$ cat src/rtl/pipe_ctrl.sv
// Pipeline hazard and data-memory handshake controller: stalls, bubbles and
// flushes for a 5-stage pipeline, with a sticky timeout on memory accesses.
module pipe_ctrl #(
    parameter int MEM_TIMEOUT = 15,
    parameter int RA_W        = 3
) (
    input  logic            clk,
    input  logic            reset,
    input  logic [RA_W-1:0] id_rs,
    input  logic [RA_W-1:0] id_rt,
    input  logic [RA_W-1:0] ex_rd,
    input  logic            ex_mem_read,
    input  logic            branch_taken,
    input  logic            mem_access,
    input  logic            dm_ack,
    output logic            dm_req,
    output logic            pc_en,
    output logic            ifid_en,
    output logic            idex_en,
    output logic            exmem_en,
    output logic            memwb_en,
    output logic            ifid_flush,
    output logic            idex_flush,
    output logic            dm_timeout,
    output logic [7:0]      stall_cnt
);

    typedef enum logic [1:0] {RUN, MEM_WAIT, ERROR} state_t;

    localparam logic [7:0] WAIT_LAST = 8'(MEM_TIMEOUT - 1);

    state_t     state, state_nxt;
    logic [7:0] wait_cnt, wait_cnt_nxt;
    logic       load_use;

    assign load_use = ex_mem_read && (ex_rd != '0) &&
                      ((ex_rd == id_rs) || (ex_rd == id_rt));

    always_ff @(posedge clk or posedge reset) begin
        if (reset) begin
            state    <= RUN;
            wait_cnt <= 8'd0;
        end else begin
            state    <= state_nxt;
            wait_cnt <= wait_cnt_nxt;
        end
    end

    always_comb begin
        state_nxt    = state;
        wait_cnt_nxt = wait_cnt;
        dm_req       = 1'b0;
        pc_en        = 1'b1;
        ifid_en      = 1'b1;
        idex_en      = 1'b1;
        exmem_en     = 1'b1;
        memwb_en     = 1'b1;
        ifid_flush   = 1'b0;
        idex_flush   = 1'b0;
        case (state)
            RUN: begin
                dm_req = mem_access;
                if (mem_access && !dm_ack) begin
                    {pc_en, ifid_en, idex_en, exmem_en, memwb_en} = 5'b0;
                    state_nxt    = MEM_WAIT;
                    wait_cnt_nxt = 8'd0;
                end else if (branch_taken) begin
                    ifid_flush = 1'b1;
                    idex_flush = 1'b1;
                end else if (load_use) begin
                    pc_en      = 1'b0;
                    ifid_en    = 1'b0;
                    idex_flush = 1'b1;
                end
            end
            MEM_WAIT: begin
                dm_req = 1'b1;
                // An ack arriving on the last allowed cycle still wins over timeout.
                if (dm_ack) begin
                    state_nxt = RUN;
                end else begin
                    {pc_en, ifid_en, idex_en, exmem_en, memwb_en} = 5'b0;
                    if (wait_cnt == WAIT_LAST) state_nxt = ERROR;
                    else                       wait_cnt_nxt = wait_cnt + 8'd1;
                end
            end
            default: begin
                {pc_en, ifid_en, idex_en, exmem_en, memwb_en} = 5'b0;
            end
        endcase
        // Outputs take their reset values immediately, independent of clk.
        if (reset) begin
            dm_req     = 1'b0;
            {pc_en, ifid_en, idex_en, exmem_en, memwb_en} = 5'b0;
            ifid_flush = 1'b1;
            idex_flush = 1'b1;
        end
    end

    assign dm_timeout = (state == ERROR);

    always_ff @(posedge clk or posedge reset) begin
        if (reset)
            stall_cnt <= 8'd0;
        else if (!pc_en && state != ERROR && stall_cnt != 8'hFF)
            stall_cnt <= stall_cnt + 8'd1;
    end

endmodule

$ cat config.mk
export PLATFORM = sky130hd
export DESIGN_NAME = pipe_ctrl
export DESIGN_NICKNAME = d
export VERILOG_FILES = /design/src/rtl/pipe_ctrl.sv
export SDC_FILE = /design/constraint.sdc
export NUM_CORES = 1
export LEC_CHECK = 0
export ABC_AREA = 1
export CELL_PAD_IN_SITES_DETAIL_PLACEMENT = 1
export CELL_PAD_IN_SITES_GLOBAL_PLACEMENT = 2
export CORE_AREA = 2 2 73 75
export CTS_BUF_LIST = sky130_fd_sc_hd__clkbuf_4 sky130_fd_sc_hd__clkbuf_8 sky130_fd_sc_hd__clkbuf_16
export DETAILED_ROUTE_END_ITERATION = 10
export DIE_AREA = 0 0 75 77
export PLACE_DENSITY = 0.84
export SYNTH_ARGS = -nofsm -noshare
export SYNTH_HDL_FRONTEND = slang
export SYNTH_SLANG_ARGS = --single-unit
$ cat constraint.sdc
create_clock -name clk -period 3.6 [get_ports clk]
set_input_delay 1.08 -clock clk [delete_from_list [all_inputs] [get_ports clk]]
set_output_delay 1.08 -clock clk [all_outputs]
set_load 0.02 [all_outputs]
# Yosys cells after proc, flatten, opt, wreduce, memory -nomap -nowiden
# Index checks and enable logic that the tools add are counted.
[word_totals]
register_bits = 18
input_bits = 15
wordCells = 57
[op_classes]
n_addsub = 2
n_eq_ne = 11
mux = 28
n_reduce_logical = 13
[op_table]
columns = ["operator", "count"]
rows = [
  ["$mux 8", 3],
  ["$mux 1", 17],
  ["$add 8x1->8 const B", 2],
  ["$pmux 8 s2", 1],
  ["$eq 8x4->1 const B", 1],
  ["$ne 2x2->1 const B", 4],
  ["$ne 8x8->1 const B", 1],
  ["$eq 3x3->1", 2],
  ["$mux 2", 3],
  ["$pmux 1 s2", 3],
  ["$logic_and 1x1->1", 5],
  ["$pmux 2 s2", 1],
  ["$reduce_and 4->1", 1],
  ["$ne 3x3->1 const B", 1],
  ["$reduce_and 3->1", 1],
  ["$reduce_bool 3->1", 1],
  ["$eq 2x1->1 const B", 1],
  ["$eq 2x2->1 const B", 1],
  ["$logic_not 1->1", 2],
  ["$logic_not 2->1", 1],
  ["$reduce_bool 2->1", 1],
  ["$logic_or 1x1->1", 1],
]

# Longest topological paths before layout
# Gate-level depths: netlist of the first run.
[depth]
depth_word = 11
mapped_depth = 10
ltp_nobuf = 10

# Least setup slack after synthesis of the first run
# No wires, ideal clock.
[synth_timing]
path_kind = "in2out"
from = "input port reset"
to = "output port pc_en"
arrival_time_ps = 2447
n_path_buf = 1
stages = 6
setup_slack_ps = 73
path_cell_list = "inv_1 > nand2_1 > a21oi_4 > nand2_4 > inv_1 > buf_4"
[synth_via]
elab_chain_len = 1
[synth_rtl]
columns = ["element", "line_no", "rtl"]
rows = [
  ["from (decl)", "8", "input logic reset,"],
  ["$mux 1", "n/a", ""],
  ["to (decl)", "17", "output logic pc_en,"],
]
# Every way passes these cells.

# Worst setup path after layout of the first run
[layout_timing]
from = "input port dm_ack"
to = "output port idex_en"
[layout_via]
elab_chain_len = 5
[layout_rtl]
columns = ["element", "line_no", "rtl"]
rows = [
  ["from (decl)", "15", "input logic dm_ack,"],
  ["$logic_not 1->1", "63", "if (mem_access && !dm_ack) begin"],
  ["$logic_and 1x1->1", "63", ""],
  ["$mux 1", "63", ""],
  ["$pmux 1 s2 *", "60", "case (state)"],
  ["$mux 1 *", "92", "if (reset) begin"],
  ["to (decl)", "19", "output logic idex_en,"],
]
# Every way passes the cells marked *; elsewhere a longest branch is shown, timed or not.

==> flow_summary.toml, run 1 <==
[outcome]
outcome = "completed"

[grt]
overflow = 0
grtUsageMet2_pct = 19.12
use_met3_pct = 1.577
grt_pass1_vias = 1239
grt_util_all_layers_pct = 12.15
antenna_found_initial = 0
busiest_layer = "met2"
grtUsageMet1_pct = 16.84
grt_max_degree = 15
grt_pass1_wl_mm = 5.616

[sta]
max_freq_mhz = 284.2
period_share_pct = 97.75
tightest_slew_ns = 0.5400
setup_viol = 0
rsz0062_at_grt = "no"
relSlewSlack_pct = 63.88
tns_ns = 0
whs_ns = 0.4939
maxSlewViolCount = 0
fin_crit_ns = 3.519
final.setup_skew_ns = 0.005333
hold_viol_final = 0

[routing]
postRouteWirelength_mm = 3.151
dr.pass1.iters = 4
vias = 1227
ant_nets = 0
drc = 0
wl_per_cell_um = 10.90
drt_iter0_markers = 27
via_per_inst = 4.246

[placed_design]
post-dp-hpwl_mm = 2.535
routabilityCongestion = 0.7226
io_buffer_count = 31

[run]
drv_cap = 0

[clock_tree]
cts.reportedPaths.clkPinSlew_ns = 0.07
cts_resized = 11
root_buffer = "clkbuf_8"
cts_inserted_buffers = 3
clk_latency_ns = 0.25
clock_sinks = 18
post_cts_buffers = 0
cts_tree = "built"
cts_hold_buf = 0
clk_path_buf_depth = 2
cts-htree-levels = 1

[setup_path]
worstSetupPathType = "input port to primary output"
critPathLaunchType = "input port"
worstPathRequired_ns = 2.52
arrival_ns = 2.44
cp-end-kind = "primary output"
crit_fanout = 3
rrSetupSlack_ns = 1.91

[finish]
area_delta_synth_final_pct = 37.35
antenna_cells = 0
fin_nets = 238
final_cell_mix = "nand2_1 (55), inv_1 (23), clkdlybuf4s50_1 (22)"
multi_input_area_sq_um = 701.9
fin_util_pct = 35.50
seq_area_sq_um = 450.4
drive_gt1_share_pct = 17.81
n_fill_cell = 637
layout_commonest_cell = "nand2_1"

[synthesis]
ys_seq_area_share_pct = 35.02
yosysWarnings = 0
syn_inst = 178
synthTopCellsByArea = "dfrtp_1 (35%), nand2_1 (16%), nand3_1 (7.8%), inv_1 (6.7%), xor2_1 (4.1%)"
synth_nets = 196
synth_seq_cells = 18
syn_area_per_cell_sq_um = 7.226
synth.cell_area_sq_um = 1286
yosysTopAreaCell = "dfrtp_1"
synth_top_area_share_pct = 35.02
synth_cell_types = 29

[min_path]
worstHoldPathType = "flip-flop to flip-flop"

[power]
powerDensity_nw_per_um2 = 233.2
vdd_ir_drop_max_mv = 0.1012
p_leak_uw = 0.0008760
power_uw = 412.0

[die]
die_h_um = 77
dieArea_sq_um = 5775
die_x_um = 75
io_pins = 32
rows = 26
core_sq_um = 4977
start_util_pct = 25.84
## logic make-up after synthesis
logic type | Yosys count | share of synthesized area, %
fa+ha+maj | 3 | 2.919
flops | 18 | 35.02
buf+inv | 31 | 10.60
xor+xnor | 9 | 6.129
compound gates | 19 | 10.31
simple gates | 98 | 35.02
## flip-flops by register name, summed over array words and instances (netlist names)
name and flops:
stall_cnt 8, state 2, wait_cnt 8
## layout make-up
type / count / area share (%)
multi-input cells: 129 / 39.73
flip-flops and latches: 18 / 25.50
repair buffers: 42 / 21.18
inverters: 26 / 5.524
well taps: 70 / 4.958
clock buffers: 4 / 3.116
## synth_stat cells, drive strengths merged
library cell / count
a21oi: 6
a31oi: 2
buf: 5
dfrtp: 18
ha: 3
inv: 26
nand2: 60
nand3: 20
nand4: 2
nor2: 9
nor3: 1
nor3b: 1
o21ai: 10
o21bai: 1
or2: 5
xnor2: 3
xor2: 6
## worst max-delay path, stage by stage
cell and delay (ns):
clkdlybuf4s50_1 0.50, or2_1 0.15, nand2_2 0.09, a21oi_4 0.19, buf_4 0.14, clkdlybuf4s15_1 0.29
## metrics by stage
stage / std cells / setup slack [ns] / area (sq um)
finish: 289 / 0.08103 / 1767
global route: 289 / 0.004855 / 1767
CTS: 289 / 0.001782 / 1774
detailed placement: 285 / -0.2914 / 1728
global placement: 285 / -0.2645 / 1728
floorplan: 178 / 0.07271 / 1286
## report_power, final
part / switching [uW] / total, uW / internal [uW]
clock: 69.7 / 167 / 97.1
combinational: 19.7 / 43.2 / 23.5
sequential: 0 / 202 / 202
total: 89.3 / 412 / 323
## path summary, 6_finish.rpt
path                       cells after the start                        to                     start
setup reg to reg                               7  stall_cnt[0]$_DFFE_PP0P_  stall_cnt[0]$_DFFE_PP0P_
hold reg to reg                                2   wait_cnt[6]$_DFFE_PP0P_   wait_cnt[6]$_DFFE_PP0P_
hold / removal                                 2   wait_cnt[6]$_DFFE_PP0P_   wait_cnt[6]$_DFFE_PP0P_
min in group asynchronous                      3   wait_cnt[3]$_DFFE_PP0P_                     reset
setup / recovery                               6                   idex_en                    dm_ack
max in group asynchronous                      4   wait_cnt[6]$_DFFE_PP0P_                     reset
## per-layer routing
| layer | routed length [um] | part of all wire (%) |
|---|---|---|
| met3 | 104 | 3.3 |
| met4 | 22 | 0.70 |
| met1 | 1521 | 48 |
| met2 | 1503 | 48 |
| met5 | 0 | 0 |
Power figures use the tool's default switching activity.
==> inputs of run 2 (changes only) <==
- SLEW_MARGIN: default -> 20
==> results of run 2 <==
Same layout as run 1: the final DEF is identical, and so are final timing and power.
==> inputs of run 3 (changes only) <==
- CTS_BUF_LIST: sky130_fd_sc_hd__clkbuf_4 sky130_fd_sc_hd__clkbuf_8 sky130_fd_sc_hd__clkbuf_16 -> sky130_fd_sc_hd__clkbuf_16
- PLACE_DENSITY: 0.84 -> default
- PLACE_DENSITY_LB_ADDON: default -> 0.1
==> flow_summary.toml, run 3 (same netlist as run 1, synthesis figures left out) <==
[outcome]
outcome = "completed"

[die]
dieArea_sq_um = 5775
start_util_pct = 25.84
rows = 26
core_sq_um = 4977
io_pins = 32
die_h_um = 77
die_x_um = 75

[routing]
postRouteWirelength_mm = 3.338
ant_nets = 0
drt_iter0_markers = 29
drc = 0
dr.pass1.iters = 4
wl_per_cell_um = 11.71
vias = 1237
via_per_inst = 4.340

[setup_path]
rrSetupSlack_ns = 1.92
r2r_cells = 7
arrival_ns = 2.45
crit_fanout = 3
critPathMaxStageDelay_ns = 0.46
timing.rr.end = "stall_cnt[6]$_DFFE_PP0P_"
crit_chain = "clkdlybuf4s50_1 -> inv_1 -> or2_1 -> nand2_2 -> a21oi_4 -> buf_4 -> dlygate4sd2_1"
worstSetupPathType = "input port to primary output"
rr_startpoint = "stall_cnt[0]$_DFFE_PP0P_"
cpMaxStageDelayCell = "clkdlybuf4s50_1"
critPathLaunchType = "input port"
cp-end-kind = "primary output"
worstPathRequired_ns = 2.52

[sta]
fin_crit_ns = 3.532
tightest_slew_ns = 0.5379
final.setup_skew_ns = 0.001706
rsz0062_at_grt = "no"
hold_viol_final = 0
tns_ns = 0
max_freq_mhz = 283.1
setup_viol = 0
whs_ns = 0.5098
period_share_pct = 98.11
relSlewSlack_pct = 64.03
maxSlewViolCount = 0

[grt]
grt_max_degree = 15
grtUsageMet2_pct = 20.00
grt_pass1_vias = 1222
busiest_layer = "met2"
grt_pass1_wl_mm = 5.644
overflow = 0
antenna_found_initial = 0
grtUsageMet1_pct = 16.87
grt_util_all_layers_pct = 12.42
use_met3_pct = 2.628

[power]
powerDensity_nw_per_um2 = 262.0
power_uw = 464.3
p_leak_uw = 0.0008942
vdd_ir_drop_max_mv = 0.1419

[finish]
area_delta_synth_final_pct = 37.74
reg_top3 = "stall_cnt: 8 flops, wait_cnt: 8 flops, state: 2 flops"
drive_gt1_share_pct = 16.74
layout_commonest_cell = "nand2_1"
fin_area_sq_um = 1772
fin_util_pct = 35.60
antenna_cells = 0
fin_nets = 235
final_cell_mix = "nand2_1 (55), inv_1 (23), clkdlybuf4s50_1 (23)"

[placed_design]
io_buffer_count = 31
dpl-instance-area_sq_um = 1705
routabilityCongestion = 0.7189
post-dp-hpwl_mm = 2.753

[clock_tree]
clk_latency_ns = 0.25
cts_hold_buf = 0
cts.reportedPaths.clkPinSlew_ns = 0.05
cts-htree-levels = 1
cts_inserted_buffers = 3
root_buffer = "clkbuf_16"
clock_sinks = 18
cts_tree = "built"
clk_path_buf_depth = 2

[min_path]
min_from = "wait_cnt[7]$_DFFE_PP0P_"
hold_path_end = "wait_cnt[7]$_DFFE_PP0P_"
holdPathStages = 2
worstHoldPathType = "flip-flop to flip-flop"

[run]
drv_cap = 0
==> run 3: critical path, delay by kind of cell <==
family | cells | cell delay (ns)
buf+inv | 4 | 0.96
compound gates | 1 | 0.07
simple gates | 2 | 0.34
==> run 3: metal layers <==
| metal | routed length (um) | vias up |
|---|---|---|
| li1 | - | 629 |
| met1 | 1592 | 584 |
| met2 | 1559 | 22 |
| met3 | 164 | 2 |
| met4 | 21 | 0 |
| met5 | 0 | - |
==> run 3: worst max-delay path by stage <==
stage / start / to / slack [ns]
CTS: reset / dm_req / 0.01
global route: dm_ack / memwb_en / 0.004
finish: mem_access / idex_en / 0.07
global placement: dm_ack / idex_flush / -0.24
floorplan: reset / pc_en / 0.07
detailed placement: dm_ack / idex_flush / -0.31
==> run 3: through the flow <==
stage	instances	setup WS, ns
after floorplan	178	0.07271
after global placement	282	-0.2442
after detailed placement	282	-0.3094
after CTS	285	0.01480
after global routing	285	0.003686
final	285	0.06811
==> run 3: area by class of cell <==
| cell class | instances | area, sq um |
|---|---|---|
| Sequential cell | 18 | 450.4 |
| Tap cell | 70 | 87.58 |
| Fill cell | 627 | 3206 |
| Multi-Input combinational cell | 129 | 708.2 |
| Inverter | 26 | 97.59 |
| Clock buffer | 3 | 75.07 |
| Timing Repair Buffer | 39 | 352.8 |
==> run 3: timing repair <==
action	in CTS	in global routing
buffers inserted	0	0
endpoints found under the setup margin	7	4
resized for setup	11	6
pin swaps	0	0
==> run 3: where the power goes <==
part / internal (uW) / leakage, uW / switching [uW]
registers: 203 / 0.000195 / 0
logic: 23.5 / 0.000662 / 20.4
clock network: 146 / 0.0000370 / 71.7
total: 372 / 0.000894 / 92.1
